<file path="config.mk">
export PLATFORM = sky130hd
export DESIGN_NAME = calendar_set_ctrl
export DESIGN_NICKNAME = d
export VERILOG_FILES = /design/src/rtl/calendar_set_ctrl.sv
export SDC_FILE = /design/constraint.sdc
export NUM_CORES = 1
export LEC_CHECK = 0
export CAP_MARGIN = 15
export CORE_ASPECT_RATIO = 1.75
export CORE_UTILIZATION = 40
export CTS_CLUSTER_SIZE = 28
export DETAILED_ROUTE_END_ITERATION = 16
export PLACE_DENSITY = 0.58
export SLEW_MARGIN = 0
export SYNTH_ARGS = -nofsm -noshare
export SYNTH_HDL_FRONTEND = slang
export SYNTH_SLANG_ARGS = --single-unit
</file>
<file path="constraint.sdc">
create_clock -name Clk -period 3.9 [get_ports Clk]
set_input_delay 0.39 -clock Clk [delete_from_list [all_inputs] [get_ports Clk]]
set_output_delay 0.39 -clock Clk [all_outputs]
set_load 0.02 [all_outputs]
</file>
<file path="src/rtl/calendar_set_ctrl.sv">
// Date-setting front-panel controller: steps through day/month/year edit states,
// turns key events into increment pulses, holds back the midnight carry and blinks the edited field.
module calendar_set_ctrl #(
  parameter int BLINK_HALF = 25_000_000,
  parameter int HOLD_DLY   = 50_000_000,
  parameter int RPT_PERIOD = 10_000_000,
  parameter int TIMEOUT    = 500_000_000
) (
  input  logic       Clk,
  input  logic       Reset,
  input  logic       key_mode,
  input  logic       key_inc_p,
  input  logic       key_inc_lvl,
  input  logic       full_flag_in,
  output logic [2:0] cnt_inc,
  output logic       full_flag,
  output logic       set_mode,
  output logic [7:0] blink_mask
);

  localparam int BW = $clog2(BLINK_HALF) + 1;
  localparam int HW = $clog2(HOLD_DLY) + 1;
  localparam int RW = $clog2(RPT_PERIOD) + 1;
  localparam int TW = $clog2(TIMEOUT) + 1;

  localparam logic [BW-1:0] BLINK_C   = BW'(BLINK_HALF);
  localparam logic [HW-1:0] HOLD_C    = HW'(HOLD_DLY);
  localparam logic [RW-1:0] RPT_C     = RW'(RPT_PERIOD);
  localparam logic [TW-1:0] TO_LAST_C = TW'(TIMEOUT - 1);

  typedef enum logic [1:0] {
    RUN    = 2'd0,
    S_DAY  = 2'd1,
    S_MON  = 2'd2,
    S_YEAR = 2'd3
  } state_t;

  state_t          r_state;
  state_t          w_state_nxt;

  logic [HW-1:0]   r_hold_cnt;
  logic [RW-1:0]   r_rpt_cnt;
  logic [TW-1:0]   r_to_cnt;
  logic [BW-1:0]   r_blink_cnt;
  logic            r_phase;
  logic            r_pend;
  logic [2:0]      r_cnt_inc;
  logic            r_full;
  logic            r_set_mode;
  logic [7:0]      r_blink_mask;

  logic            w_in_set;
  logic            w_active;
  logic            w_state_chg;
  logic            w_to_fire;
  logic [HW-1:0]   w_hold_inc;
  logic [RW-1:0]   w_rpt_inc;
  logic [BW-1:0]   w_blink_inc;
  logic            w_auto_ok;
  logic            w_hold_fire;
  logic            w_rpt_fire;
  logic            w_inc_fire;
  logic [2:0]      w_field_hot;
  logic [7:0]      w_field_mask;
  logic [BW-1:0]   w_blink_cnt_nxt;
  logic            w_phase_nxt;

  assign w_in_set    = (r_state != RUN);
  assign w_active    = key_mode | key_inc_p | key_inc_lvl;
  assign w_to_fire   = w_in_set && !w_active && (r_to_cnt == TO_LAST_C);
  assign w_state_chg = (w_state_nxt != r_state);

  assign w_hold_inc  = r_hold_cnt + HW'(1);
  assign w_rpt_inc   = r_rpt_cnt + RW'(1);
  assign w_blink_inc = r_blink_cnt + BW'(1);

  // Auto-repeat: first pulse when the hold count reaches HOLD_DLY, then every RPT_PERIOD cycles.
  assign w_auto_ok   = w_in_set && key_inc_lvl;
  assign w_hold_fire = w_auto_ok && (r_hold_cnt != HOLD_C) && (w_hold_inc == HOLD_C);
  assign w_rpt_fire  = w_auto_ok && (r_hold_cnt == HOLD_C) && (w_rpt_inc == RPT_C);
  assign w_inc_fire  = w_in_set && !key_mode && (key_inc_p || w_hold_fire || w_rpt_fire);

  always_comb begin
    w_state_nxt = r_state;
    case (r_state)
      RUN: begin
        if (key_mode) w_state_nxt = S_DAY;
        else          w_state_nxt = RUN;
      end
      S_DAY: begin
        if (key_mode)       w_state_nxt = S_MON;
        else if (w_to_fire) w_state_nxt = RUN;
        else                w_state_nxt = S_DAY;
      end
      S_MON: begin
        if (key_mode)       w_state_nxt = S_YEAR;
        else if (w_to_fire) w_state_nxt = RUN;
        else                w_state_nxt = S_MON;
      end
      S_YEAR: begin
        if (key_mode)       w_state_nxt = RUN;
        else if (w_to_fire) w_state_nxt = RUN;
        else                w_state_nxt = S_YEAR;
      end
      default: w_state_nxt = RUN;
    endcase
  end

  always_comb begin
    w_field_hot = 3'b000;
    case (r_state)
      S_DAY:   w_field_hot = 3'b001;
      S_MON:   w_field_hot = 3'b010;
      S_YEAR:  w_field_hot = 3'b100;
      default: w_field_hot = 3'b000;
    endcase
  end

  always_comb begin
    w_field_mask = 8'h00;
    case (w_state_nxt)
      S_DAY:   w_field_mask = 8'h03;
      S_MON:   w_field_mask = 8'h0C;
      S_YEAR:  w_field_mask = 8'hF0;
      default: w_field_mask = 8'h00;
    endcase
  end

  // Phase restarts visible on entry and on each increment so the edited digits stay readable.
  always_comb begin
    w_blink_cnt_nxt = r_blink_cnt;
    w_phase_nxt     = r_phase;
    if ((w_state_nxt == RUN) || w_state_chg || w_inc_fire) begin
      w_blink_cnt_nxt = '0;
      w_phase_nxt     = 1'b0;
    end else if (w_blink_inc == BLINK_C) begin
      w_blink_cnt_nxt = '0;
      w_phase_nxt     = ~r_phase;
    end else begin
      w_blink_cnt_nxt = w_blink_inc;
      w_phase_nxt     = r_phase;
    end
  end

  always_ff @(posedge Clk or posedge Reset) begin
    if (Reset) begin
      r_state <= RUN;
    end else begin
      r_state <= w_state_nxt;
    end
  end

  always_ff @(posedge Clk or posedge Reset) begin
    if (Reset) begin
      r_hold_cnt <= '0;
      r_rpt_cnt  <= '0;
    end else if (!w_in_set || w_state_chg || !key_inc_lvl) begin
      r_hold_cnt <= '0;
      r_rpt_cnt  <= '0;
    end else if (r_hold_cnt != HOLD_C) begin
      r_hold_cnt <= w_hold_inc;
      r_rpt_cnt  <= '0;
    end else if (w_rpt_inc == RPT_C) begin
      r_rpt_cnt  <= '0;
    end else begin
      r_rpt_cnt  <= w_rpt_inc;
    end
  end

  always_ff @(posedge Clk or posedge Reset) begin
    if (Reset) begin
      r_to_cnt <= '0;
    end else if (!w_in_set || w_active || w_to_fire) begin
      r_to_cnt <= '0;
    end else begin
      r_to_cnt <= r_to_cnt + TW'(1);
    end
  end

  // Carries seen while editing collapse into one pulse released on the first RUN cycle.
  always_ff @(posedge Clk or posedge Reset) begin
    if (Reset) begin
      r_full <= 1'b0;
      r_pend <= 1'b0;
    end else if (!w_in_set) begin
      r_full <= full_flag_in | r_pend;
      r_pend <= 1'b0;
    end else begin
      r_full <= 1'b0;
      r_pend <= r_pend | full_flag_in;
    end
  end

  always_ff @(posedge Clk or posedge Reset) begin
    if (Reset) begin
      r_blink_cnt  <= '0;
      r_phase      <= 1'b0;
      r_blink_mask <= 8'h00;
    end else begin
      r_blink_cnt  <= w_blink_cnt_nxt;
      r_phase      <= w_phase_nxt;
      r_blink_mask <= w_phase_nxt ? w_field_mask : 8'h00;
    end
  end

  always_ff @(posedge Clk or posedge Reset) begin
    if (Reset) begin
      r_cnt_inc  <= 3'b000;
      r_set_mode <= 1'b0;
    end else begin
      r_cnt_inc  <= w_inc_fire ? w_field_hot : 3'b000;
      r_set_mode <= (w_state_nxt != RUN);
    end
  end

  assign cnt_inc    = r_cnt_inc;
  assign full_flag  = r_full;
  assign set_mode   = r_set_mode;
  assign blink_mask = r_blink_mask;

endmodule

</file>
# Yosys cells after proc, flatten, opt, wreduce, memory -nomap -nowiden

Cells that the tools add are included.

Input bits: 6
Bits in registers: 125
Logic and storage cells: 82

Reductions and logical operators: 26
Muxes and demuxes: 24
Bitwise logic cells: 4
Equal/unequal tests: 13
$add $sub $neg: 4

Operators by type and width:

| kind                                            | number |
|---|---|
| two-way mux 25 bit                              | 3 |
| == test 27 x 26 -> 1 bit, second input constant | 2 |
| two-way mux 27 bit                              | 2 |
| two-way mux 26 bit                              | 2 |
| adder 30 x 1 -> 30 bit, second input constant   | 1 |
| == test 30 x 29 -> 1 bit, second input constant | 1 |
| two-way mux 30 bit                              | 1 |
| adder 27 x 1 -> 27 bit, second input constant   | 1 |
| != test 27 x 26 -> 1 bit, second input constant | 1 |
| adder 26 x 1 -> 26 bit, second input constant   | 1 |
| == test 26 x 25 -> 1 bit, second input constant | 1 |
| adder 25 x 1 -> 25 bit, second input constant   | 1 |
| == test 25 x 24 -> 1 bit, second input constant | 1 |
| case mux 8 bit (3 select lines)                 | 1 |
| two-way mux 2 bit                               | 5 |
| logical AND 1 bit                               | 9 |
| case mux 3 bit (3 select lines)                 | 1 |
| == test 2 bit, second input constant            | 4 |
| logical OR 1 bit                                | 8 |
| two-way mux 8 bit                               | 1 |
| case mux 2 bit (4 select lines)                 | 1 |
| two-way mux 1 bit                               | 6 |
| nonzero test 2 bit                              | 3 |
| == test 2 x 1 -> 1 bit, second input constant   | 2 |
| other kinds (6)                                 | 12 |

# Longest topological paths before layout

Gate-level depths: netlist of the first run.

Depth in word-level cells: 13
Mapped depth: 12
Depth with buffers taken out: 10

# Least setup slack after synthesis of the first run

Ideal clock, no wire load.

Path kind: register to register
From: register r_blink_cnt[0]
To: register r_blink_cnt[11]
Period minus slack after synthesis: 2.873 ns
Slack: 1.027 ns
Library setup time: 0.119 ns
Cell stages (with the launch flop): 13
Arrival: 2.754 ns
Required time: 3.781 ns
Cells stage by stage: dfrtp_1 > ha_1 > buf_2 > and4_1 > buf_6 > nand4b_4 > or4_4 > a22oi_1 > o2111ai_1 > or4_4 > nand4_2 > buf_6 > nor2_2

Cells in the longest elaborated chain, start to end: 4

RTL lines:

| what                       | line | text |
|---|---|---|
| from (decl)                | 44   | `logic [BW-1:0] r_blink_cnt;` |
| from (signal assigned)     | 200  | `r_blink_cnt <= w_blink_cnt_nxt;` |
| adder 26 x 1 -> 26 bit (*) | 75   | `assign w_blink_inc = r_blink_cnt + BW'(1);` |
| == test 26 x 25 -> 1 bit   | 136  | `end else if (w_blink_inc == BLINK_C) begin` |
| two-way mux 26 bit (*)     | 136  |  |
| two-way mux 26 bit (*)     | 133  | `if ((w_state_nxt == RUN) \|\| w_state_chg \|\| w_inc_fire) begin` |
| net w_blink_cnt_nxt[11]    | 65   | `logic [BW-1:0] w_blink_cnt_nxt;` |

Mark *: on every way through the listed nets, which the timed path passes. The rest lies on a longest branch.
A chain may end at the register's enable or synchronous reset.

# Final worst setup path of the first run

From: register r_hold_cnt[0]
To: register r_blink_cnt[21]

Cells in the longest elaborated chain, start to end: 8

RTL lines:

| what                                                                      | line   | text |
|---|---|---|
| from (decl)                                                               | 41     | `logic [HW-1:0] r_hold_cnt;` |
| from (signal assigned)                                                    | 161    | `r_hold_cnt <= w_hold_inc;` |
| adder 27 x 1 -> 27 bit / != test 27 x 26 -> 1 bit (equally long branches) | 73, 79 |  |
| == test 27 x 26 -> 1 bit / logical AND 1 bit (equally long branches)      | 79     | `assign w_hold_fire = w_auto_ok && (r_hold_cnt != HOLD_C) && (w_hold_inc == HOLD_C);` |
| logical AND 1 bit                                                         | 79     |  |
| logical OR 1 bit                                                          | 81     | `assign w_inc_fire = w_in_set && !key_mode && (key_inc_p \|\| w_hold_fire \|\| w_rpt_fire);` |
| logical OR 1 bit (*)                                                      | 81     |  |
| logical AND 1 bit (*)                                                     | 81     |  |
| logical OR 1 bit (*)                                                      | 133    |  |
| two-way mux 26 bit (*)                                                    | 133    |  |
| net w_blink_cnt_nxt[21]                                                   | 65     |  |

Marked as above.

==> summary.md, run 1 <==
| Metric | Value |
|---|---|
| Antenna Cells | 0 |
| Rows | between 60 and 70 |
| Largest net degree at the start of global routing | 87 |
| #FFs+latches synth | 120 |
| Starting Density | about two fifths |
| Core footprint | ~16000 um^2 |
| Port Buffers | 18 |
| P&R area growth vs syn | 14.1% |
| Routed len/inst | 16.0 um |
| Crit path largest cell delay | ~0.48 ns |
| Total power | between 3 and 4 mW |
| Critical R2R Launch | r_hold_cnt[0]$_DFFE_PP0P_ |
| All-Layer GR Usage | ~19% |
| Slowest-stage cell, CP | dfrtp_1 |
| Clock sinks | 120 |
| Mapped Cells | 734 |
| Hold buffer count at cts | 0 |
| CTS clk-pin slew, worst paths | roughly 0.060 ns |
| Clock tree buffer depth | 2 |
| Worst-path maximum fanout | 14 |
| Finished Core Util | about 47% |
| VDD IR max | roughly 240 uV |
| Synthesized area per cell | roughly 9.2 um^2 |
| Synth cell count leaders | 120 x dfrtp_1, 120 x nor2_1, 60 x nand2_1, 48 x xnor2_1, 47 x xor2_1 |
| Clock latency on the worst-skew pair | about 0.41 ns |
| Asr flop ratio synth | 100% |
| Netlist cell types | between 60 and 70 |
| Gpl congestion | just under 0.9 |
| Die extent in x | about 100 um |
| First-pass DRT Iterations | 4 |
| Flop2flop setup slack | between 0.5 and 0.6 ns |
| CTS Buf Count | 17 |
| Number of global-route vias before repair | about 5500 |
| Crit path launch type | register |
| DR vias | between 5000 and 6000 |
| Total leakage power | between 2 and 3 nW |
| Final Net Count | around 760 |
| Yosys warns | 0 |
| RSZ-0062 raised after global routing | no |
| Least-Margin Pin Slew | roughly 0.92 ns |
| Top FF cell, synth | dfrtp_1 |
| Nature of the critical path endpoint | register |
| Power per cell area | a little over 400 nW/um^2 |
| Post-layout min period | 3.33 ns |
| I/O Pins | 19 |
| Final WL | 15700 um |
| Setup Buffers After CTS | 0 |
| Post-synth EDFFs | 0 |
| Worst path cell trace | ha_1, and2_1, nand3_1, xnor2_1, o2111ai_1, a2111oi_0, buf_4, nand2_1, nand4_2, nor2b_1 |
| Arr. time, crit path | ~3.6 ns |
| Final worst setup slack | roughly 0.57 ns |
| Pre-CTS WS | about 0.61 ns |
| H-tree depth | 4 |
| Max-slew violations | 0 |
| Area contributors post-synth | dfrtp_1 44%, nor2_1 6.7%, xnor2_1 6.2% |
| Final hold vios | 0 |
| Tcrit/Tclk final | a little under nine tenths |
| Post-Place Cells | 949 |
| Netlist Area Pre-Place | a little under 7000 um^2 |
| Reg2Reg Capture Point | r_blink_cnt[21]$_DFF_PP0_ |
| WS Path Type | register to register |
| Clk Tree Root Cell | clkbuf_16 |
| Clock Skew | 0.0125 ns |
| Hold crit path type | input pin to asynchronous set/reset pin |
| Relative slew margins | 38.7% |
| Die area | 17400 um^2 |
| Initial antenna violation count | 0 |
| Fraction of layout instances using a drive strength above 1 | 9.38% |
| Worst R2R Path Depth | 10 |
| Die Y | ~170 um |
| CTS tree | done |
| Outcome | complete, no violations |
| DRC viols | 0 |
| Maximum operating frequency | ~0.30 GHz |
| First-pass GRT wire length | between 20000 and 30000 um |
| Area occupied by multi-input gates | between 3000 and 4000 um^2 |
| Vias per cell | approximately 5.6 |
| Setup_tns | 0 ns |
| Crit path required time | roughly 4.2 ns |
| Grt total ovfl | 0 |
| Synth Net Count | between 700 and 800 |
| Final ANT Viol Nets | 0 |
| Max cap viols | 0 |
| Post-synth top area share | about 44% |
| Largest area contributor in the netlist | dfrtp_1 |
| Post-route insts no fill | around 980 |
| Post-cts resize count | 0 |
| # fillers | 1606 |
| Hpwl dp | roughly 11000 um |
| DRT iter0 DRCs | 238 |
| Register Area | 3000 um^2 |
| Proportion of synthesized chip area in sequential cells | roughly 44% |
| # setup viols final | 0 |
-- power by group --
part	internal [mW]	leakage (nW)	total (mW)	switching (mW)
clock network	1.02	0.285	1.60	0.582
registers	1.28	1.66	1.32	0.0362
logic	0.0730	0.969	0.226	0.153
-- critical path, delay by kind of cell (launching register included) --
| kind | cells | cell delay [ns] |
|---|---|---|
| buffers and inverters | 1 | 0.19 |
| AO/OA/AOI/OAI | 2 | 0.55 |
| XOR/XNOR | 1 | 0.39 |
| AND/OR/NAND/NOR | 5 | 1.24 |
| flip-flops | 1 | 0.48 |
| adder cells (fa/ha/maj) | 1 | 0.33 |
-- cells by family (layout without fill, tap and decap cells) --
logic type               after synthesis  in the layout  share of synthesized area (%)
AO/OA/AOI/OAI                         64             64                           6.53
XOR/XNOR                              96             96                           12.6
adder cells (fa/ha/maj)                6              6                           1.11
buffers and inverters                 51             74                           3.61
flip-flops                           120            120                           44.4
multiplexers                           3              3                          0.444
AND/OR/NAND/NOR                      394            394                           31.3
-- layout by cell type (no fill, tap or decap), types with 4 or more instances in the layout --
cell type	Yosys	final
a21oi_1	14	14
and2_1	9	9
and3_1	17	17
and4_1	11	11
buf_4	5	8
clkbuf_16	0	17
clkdlybuf4s50_1	0	18
clkinv_2	0	5
clkinvlp_4	0	4
dfrtp_1	120	120
ha_1	6	6
inv_1	15	14
nand2_1	60	60
nand2b_1	6	6
nand3_1	35	35
nand4_1	32	32
nand4b_1	5	5
nor2_1	120	120
nor2_2	10	10
nor2b_1	8	8
nor3_1	19	19
nor4_1	15	15
nor4b_1	6	6
o211ai_1	4	4
o21a_1	4	4
o21ai_0	9	9
o22ai_1	4	4
or3_1	10	10
or4_1	5	5
xnor2_1	48	48
xor2_1	47	47
-- worst max path at each step --
stage / start / to / slack (ns) / depth (start not counted)
4_1_cts: r_hold_cnt[0]$_DFFE_PP0P_ / r_blink_cnt[21]$_DFF_PP0_ / 0.60 / 10
6_report: r_hold_cnt[0]$_DFFE_PP0P_ / r_blink_cnt[21]$_DFF_PP0_ / 0.57 / 10
2_1_floorplan: Reset / blink_mask[1]$_DFF_PP0_ / 0.32 / 1
3_5_place_dp: r_blink_cnt[0]$_DFF_PP0_ / r_blink_cnt[21]$_DFF_PP0_ / 0.61 / 9
5_1_grt: r_hold_cnt[0]$_DFFE_PP0P_ / r_blink_cnt[21]$_DFF_PP0_ / 0.25 / 10
3_3_place_gp: r_hold_cnt[0]$_DFFE_PP0P_ / r_blink_cnt[6]$_DFF_PP0_ / 0.67 / 10
-- state kept, by name, summed over array words and instances (netlist names) --
name,count
r_to_cnt,30
set_mode,1
r_phase,1
blink_mask,3
r_blink_cnt,26
cnt_inc,3
r_pend,1
r_hold_cnt,27
r_state,2
r_rpt_cnt,25
full_flag,1
-- per-layer routing --
| metal | share of wire, % | GRT usage (%) | vias up | wire length [um] |
|---|---|---|---|---|
| met5 | 0 | 0 | - | 0 |
| met4 | 3.0 | 7.79 | 0 | 476 |
| met3 | 2.9 | 3.82 | 43 | 448 |
| met2 | 54 | 34.9 | 124 | 8450 |
| met1 | 40 | 21.5 | 2715 | 6310 |
| li1 | - | - | 2606 | - |
-- metrics by stage --
stage               hold WS, ns  instance area [um^2]
global route              0.406                  7710
floorplan                 0.433                  6760
global placement          0.450                  7110
detailed placement        0.469                  7110
CTS                       0.373                  7710
finish                    0.358                  7710
-- final cells by class --
type | instances | share of cell area [%]
well taps | 224 | 3.63
inverters | 15 | 0.763
flip-flops and latches | 120 | 38.9
clock buffers | 19 | 5.74
clock inverters | 13 | 2.00
repair buffers | 27 | 3.37
multi-input cells | 563 | 45.5
(Power assumes the default switching activity.)
==> run 2, diff against run 1 <==
--- a/config.mk
+++ b/config.mk
@@ -7,6 +7,7 @@
 export LEC_CHECK = 0
 export CAP_MARGIN = 15
 export CORE_ASPECT_RATIO = 1.75
+export CORE_MARGIN = 3
 export CORE_UTILIZATION = 40
 export CTS_CLUSTER_SIZE = 28
 export DETAILED_ROUTE_END_ITERATION = 16
==> summary.md, run 2 (synthesis results as in run 1) <==
| Metric | Value |
|---|---|
| Outcome | complete, no violations |
| Top delay family on crit path | simple AND/OR/NAND/NOR gates |
| Clock tree buffer depth | 2 (unchanged) |
| Initial antenna violation count | 0 (unchanged) |
| DR vias | 5388 (-1.8%) |
| Starting Density | 40.9% (-0.19 points) |
| CTS clk-pin slew, worst paths | 0.06 ns (about the same) |
| Largest net degree at the start of global routing | 77 (-11%) |
| RSZ-0062 raised after global routing | no |
| Antenna Cells | 0 (unchanged) |
| Max reg flops | 30 (unchanged) |
| Clk Tree Root Cell | clkbuf_16 |
| Crit path launch type | register |
| Tcrit/Tclk final | 86.9% (+1.5 points) |
| Vias per cell | 5.49 (-1.9%) |
| Clock Skew | 0.0121 ns (-0.000391 ns) |
| Maximum operating frequency | 0.295 GHz (-1.7%) |
| Setup_tns | 0 ns (unchanged) |
| First-pass GRT wire length | 27400 um (+2.9%) |
| Buf+Inv Stages, Crit Path | 1 (unchanged) |
| Worst path cell trace | ha_1, and2_1, nand3_1, xnor2_1, o2111ai_1, a2111oi_0, buf_4, nand2_1, nand4_2, a21oi_1 |
| Crit path required time | 4.17 ns (about the same) |
| Worst-path maximum fanout | 14 (unchanged) |
| Relative slew margins | 37.5% (-1.2 points) |
| Post-cts resize count | 0 (unchanged) |
| Total leakage power | 2.93 nW (+0.57%) |
| Die extent in x | 104 um (+4.0%) |
| CTS tree | done |
| DRT iter0 DRCs | 285 (+20%) |
| Least-Margin Pin Slew | 0.937 ns (+0.0200 ns) |
| Gpl congestion | 0.911 (+4.4%) |
| Slowest-stage cell, CP | dfrtp_1 |
| Clock latency on the worst-skew pair | 0.41 ns (about the same) |
| Die Y | 178 um (+2.3%) |
| WS Path Type | register to register |
| First-pass DRT Iterations | 6 (+2) |
| Hold buffer count at cts | 0 (unchanged) |
| Setup Buffers After CTS | 0 (unchanged) |
| Post-layout min period | 3.39 ns (+0.0587 ns) |
| Rows | 62 (unchanged) |
| Clock sinks | 120 (unchanged) |
| CTS Buf Count | 17 (unchanged) |
| Top reg by flops | r_to_cnt |
| Hpwl dp | 11400 um (+3.4%) |
| Power per cell area | 416 nW/um^2 (+2.1%) |
| Most frequent cells in the layout | 120 x nor2_1, 120 x dfrtp_1, 60 x nand2_1 |
| Final Net Count | 757 (+0.13%) |
| Die area | 18600 um^2 (+6.4%) |
| Max-slew violations | 0 (unchanged) |
| Crit path largest cell delay | 0.47 ns (about the same) |
| # setup viols final | 0 (unchanged) |
| Core footprint | 16500 um^2 (+0.47%) |
| P&R area growth vs syn | 14.5% |
| Final ANT Viol Nets | 0 (unchanged) |
| VDD IR max | 277 uV (+14%) |
| Hold crit path type | register to register |
| Port Buffers | 18 (unchanged) |
| Arr. time, crit path | 3.66 ns (+0.05 ns) |
| Post-route insts no fill | 982 (+0.10%) |
| I/O Pins | 19 (unchanged) |
| Post-Place Cells | 950 (+0.11%) |
| DRC viols | 0 (unchanged) |
| Routed len/inst | 16.4 um (+2.4%) |
| H-tree depth | 4 (unchanged) |
| Flop2flop setup slack | 0.51 ns (-0.06 ns) |
| Max cap viols | 0 (unchanged) |
| Fin area | 7740 um^2 (+0.34%) |
| Final WL | 16100 um (+2.5%) |
| Dpl cell area | 7110 um^2 (about the same) |
| Grt total ovfl | 0 (unchanged) |
| Biggest regs | r_to_cnt x30, r_hold_cnt x27, r_blink_cnt x26 |
| Final hold vios | 0 (unchanged) |
| Nature of the critical path endpoint | register |
| Worst Hold Slack | 0.475 ns (+0.117 ns) |
| Number of global-route vias before repair | 5611 (+1.6%) |
| All-Layer GR Usage | 18.1% (-1.1 points) |
| Fraction of layout instances using a drive strength above 1 | 9.50% (+0.12 points) |
## run 2: changes by cell type in the layout (fill, tap and decap cells not counted), sizes merged
cell / delta
bufinv: +1
inv: +1
clkinv: -2
buf: +1
clkinvlp: -1
clkbuf: +1
## run 2: stage by stage
stage	setup WS [ns]	utilization, %	total power, mW
2_1_floorplan	0.324	-	1.49
3_3_place_gp	0.590	43.0	1.56
3_5_place_dp	0.515	43.0	1.57
4_1_cts	0.504	46.8	3.26
5_1_grt	0.123	46.8	3.33
6_report	0.510	46.8	3.22
## run 2: path summary, 6_finish.rpt
check	start	end	cells after the start
min	r_rpt_cnt[0]$_DFF_PP0_	r_rpt_cnt[0]$_DFF_PP0_	1
max reg2reg	r_hold_cnt[0]$_DFFE_PP0P_	r_blink_cnt[20]$_DFF_PP0_	10
max in group asynchronous	Reset	r_hold_cnt[17]$_DFFE_PP0P_	3
min reg2reg	r_rpt_cnt[0]$_DFF_PP0_	r_rpt_cnt[0]$_DFF_PP0_	1
max	r_hold_cnt[0]$_DFFE_PP0P_	r_blink_cnt[20]$_DFF_PP0_	10
min in group asynchronous	Reset	cnt_inc[1]$_DFF_PP0_	2
## run 2: area by class of cell
| cell class | count | area (um^2) |
|---|---|---|
| Clock buffer | 20 | 457 |
| Clock inverter | 12 | 171 |
| Fill cell | 1588 | 8790 |
| Inverter | 15 | 58.8 |
| Multi-Input combinational cell | 563 | 3510 |
| Sequential cell | 120 | 3000 |
| Tap cell | 224 | 280 |
| Timing Repair Buffer | 28 | 255 |
## run 2: per-layer routing
layer  vias up  part of all wire [%]  global-route usage (%)  wire, um
met3        38                   2.6                    3.46       421
met2       122                    54                    33.4      8640
met1      2640                    40                    19.8      6450
li1       2588                     -                       -         -
met4         0                   3.5                    8.87       555
met5         -                     0                       0         0
## run 2: power breakdown
| group | total [mW] | switching (mW) | internal, mW |
|---|---|---|---|
| registers | 1.32 | 0.0364 | 1.28 |
| clock network | 1.68 | 0.577 | 1.10 |
| logic | 0.224 | 0.152 | 0.0720 |
| total | 3.22 | 0.765 | 2.45 |
==> run 3, diff against run 2 <==
--- a/config.mk
+++ b/config.mk
@@ -6,12 +6,14 @@
 export NUM_CORES = 1
 export LEC_CHECK = 0
 export CAP_MARGIN = 15
+export CELL_PAD_IN_SITES_DETAIL_PLACEMENT = 0
+export CELL_PAD_IN_SITES_GLOBAL_PLACEMENT = 1
 export CORE_ASPECT_RATIO = 1.75
 export CORE_MARGIN = 3
 export CORE_UTILIZATION = 40
 export CTS_CLUSTER_SIZE = 28
 export DETAILED_ROUTE_END_ITERATION = 16
-export PLACE_DENSITY = 0.58
+export PLACE_DENSITY = 0.7
 export SLEW_MARGIN = 0
 export SYNTH_ARGS = -nofsm -noshare
 export SYNTH_HDL_FRONTEND = slang
==> summary.md, run 3 (synthesis results as in run 1) <==
| Metric | Value |
|---|---|
| DRT iter0 DRCs | 225 (-21%) |
| CTS tree | done |
| Worst R2R Path Depth | 10 (unchanged) |
| Pint | 2.31 mW (-5.9%) |
| Routed len/inst | 16.1 um (-1.3%) |
| All-Layer GR Usage | 17.8% (-0.39 points) |
| Least-Margin Pin Slew | 0.937 ns (-0.000295 ns) |
| Switching Share | 25.0% (+1.2 points) |
| P&R area growth vs syn | 13.5% |
| Crit path launch type | register |
| Crit path required time | 4.18 ns (about the same) |
| DRC viols | 0 (unchanged) |
| Post-cts resize count | 0 (unchanged) |
| WS Path Type | register to register |
| Top reg by flops | r_to_cnt |
| Relative slew margins | 37.4% (-0.13 points) |
| Rows | 62 (unchanged) |
| Maximum operating frequency | 0.293 GHz (-0.72%) |
| Tcrit/Tclk final | 87.6% (+0.63 points) |
| Clock sinks | 120 (unchanged) |
| Most frequent cells in the layout | 120 x nor2_1, 120 x dfrtp_1, 60 x nand2_1 |
| Die Y | 178 um (unchanged) |
| Final Net Count | 755 (-0.26%) |
| Die area | 18600 um^2 (unchanged) |
| Final WL | 15800 um (-1.5%) |
| Arr. time, crit path | 3.70 ns (+0.04 ns) |
| Clock tree buffer depth | 2 (unchanged) |
| Clk Tree Root Cell | clkbuf_16 |
| VDD IR max | 232 uV (-16%) |
| Worst Hold Slack | 0.445 ns (-0.0297 ns) |
| Post-layout min period | 3.41 ns (+0.0246 ns) |
| RSZ-0062 raised after global routing | no |
| Final hold vios | 0 (unchanged) |
| H-tree depth | 4 (unchanged) |
| Antenna Cells | 0 (unchanged) |
| CTS clk-pin slew, worst paths | 0.06 ns (about the same) |
| Reg2Reg Capture Point | r_blink_cnt[16]$_DFF_PP0_ |
| Grt total ovfl | 0 (unchanged) |
| Final ANT Viol Nets | 0 (unchanged) |
| First-pass DRT Iterations | 5 (-1) |
| Number of global-route vias before repair | 5392 (-3.9%) |
| Fraction of layout instances using a drive strength above 1 | 8.99% (-0.50 points) |
| Nature of the critical path endpoint | register |
| I/O Pins | 19 (unchanged) |
| Outcome | complete, no violations |
| Max reg flops | 30 (unchanged) |
| Flop2flop setup slack | 0.49 ns (-0.02 ns) |
| # setup viols final | 0 (unchanged) |
| Hpwl dp | 11200 um (-1.7%) |
| Hold buffer count at cts | 0 (unchanged) |
| Vias per cell | 5.48 (-0.19%) |
| Clock Power Share | 49.9% (-2.2 points) |
| Port Buffers | 18 (unchanged) |
| Reg power frac | 42.8% (+1.9 points) |
| Max cap viols | 0 (unchanged) |
| Starting Density | 40.9% (unchanged) |
| Clock latency on the worst-skew pair | 0.42 ns (about the same) |
| Biggest regs | r_to_cnt x30, r_hold_cnt x27, r_blink_cnt x26 |
| Initial antenna violation count | 0 (unchanged) |
| Core footprint | 16500 um^2 (unchanged) |
| CTS Buf Count | 17 (unchanged) |
| Largest net degree at the start of global routing | 59 (-23%) |
| Combinational share of power | 7.3% (+0.3 points) |
| Clock Skew | 0.00932 ns (-0.00282 ns) |
| First-pass GRT wire length | 26400 um (-3.8%) |
| Post-Place Cells | 948 (-0.21%) |
| Total leakage power | 2.89 nW (-1.6%) |
| Post-route insts no fill | 980 (-0.20%) |
| Worst-path maximum fanout | 14 (unchanged) |
| Max-slew violations | 0 (unchanged) |
| DR vias | 5367 (-0.39%) |
| Die extent in x | 104 um (unchanged) |
| Setup Buffers After CTS | 0 (unchanged) |
| Gpl congestion | 0.834 (-8.5%) |
| Finished Core Util | 46.4% (-0.41 points) |
| Power per cell area | 402 nW/um^2 (-3.5%) |
| Setup_tns | 0 ns (unchanged) |
| NetSw | 770 uW (+0.56%) |
| Hold crit path type | input pin to asynchronous set/reset pin |
| Critical R2R Launch | r_hold_cnt[0]$_DFFE_PP0P_ |
==> run 3: worst max-delay path, cell delays in order (launching register included) <==
cell and delay [ns]:
dfrtp_1 0.47, ha_1 0.42, nand3_1 0.18, nor4_2 0.56, nand2_1 0.13, xor2_1 0.22
a2111oi_0 0.50, buf_4 0.20, nand2_1 0.10, nand4_2 0.40, nor2b_1 0.09
==> run 3: layer usage <==
metal  track usage (%)  up-vias  wire [um]
li1                  -     2583          -
met1              18.8     2651       6330
met2              33.8      103       8700
met3              3.57       30        422
met4              7.43        0        377
met5                 0        -          0
==> run 3: final cells by class <==
| cell class | count | area, um^2 |
|---|---|---|
| well taps | 224 | 280 |
| flip-flops and latches | 120 | 3000 |
| inverters | 15 | 58.8 |
| repair buffers | 26 | 240 |
| clock buffers | 21 | 450 |
| fillers | 1608 | 8850 |
| multi-input cells | 563 | 3510 |
| clock inverters | 11 | 125 |
==> run 3: power groups by stage <==
stage	Sequential [mW]	Combinational [mW]	Clock [mW]
5_1_grt	1.32	0.253	1.64
3_5_place_dp	1.34	0.233	0
4_1_cts	1.32	0.234	1.58
3_3_place_gp	1.34	0.231	0
2_1_floorplan	1.34	0.148	0
6_report	1.32	0.226	1.54
==> run 3: worst max path at each step <==
stage	from	end	slack [ns]	depth (start not counted)
2_1_floorplan	Reset	blink_mask[1]$_DFF_PP0_	0.32	1
3_3_place_gp	r_hold_cnt[0]$_DFFE_PP0P_	r_blink_cnt[6]$_DFF_PP0_	0.63	10
3_5_place_dp	r_hold_cnt[0]$_DFFE_PP0P_	r_blink_cnt[6]$_DFF_PP0_	0.52	10
4_1_cts	r_hold_cnt[0]$_DFFE_PP0P_	r_blink_cnt[21]$_DFF_PP0_	0.48	10
5_1_grt	r_hold_cnt[0]$_DFFE_PP0P_	r_blink_cnt[6]$_DFF_PP0_	0.26	10
6_report	r_hold_cnt[0]$_DFFE_PP0P_	r_blink_cnt[16]$_DFF_PP0_	0.49	10
==> run 3: per-stage QoR <==
stage	setup slack, ns	power [mW]	instance area, um^2
finish	0.485	3.08	7670
global placement	0.629	1.57	7090
global route	0.259	3.21	7670
CTS	0.483	3.13	7670
floorplan	0.324	1.49	6760
detailed placement	0.517	1.57	7090
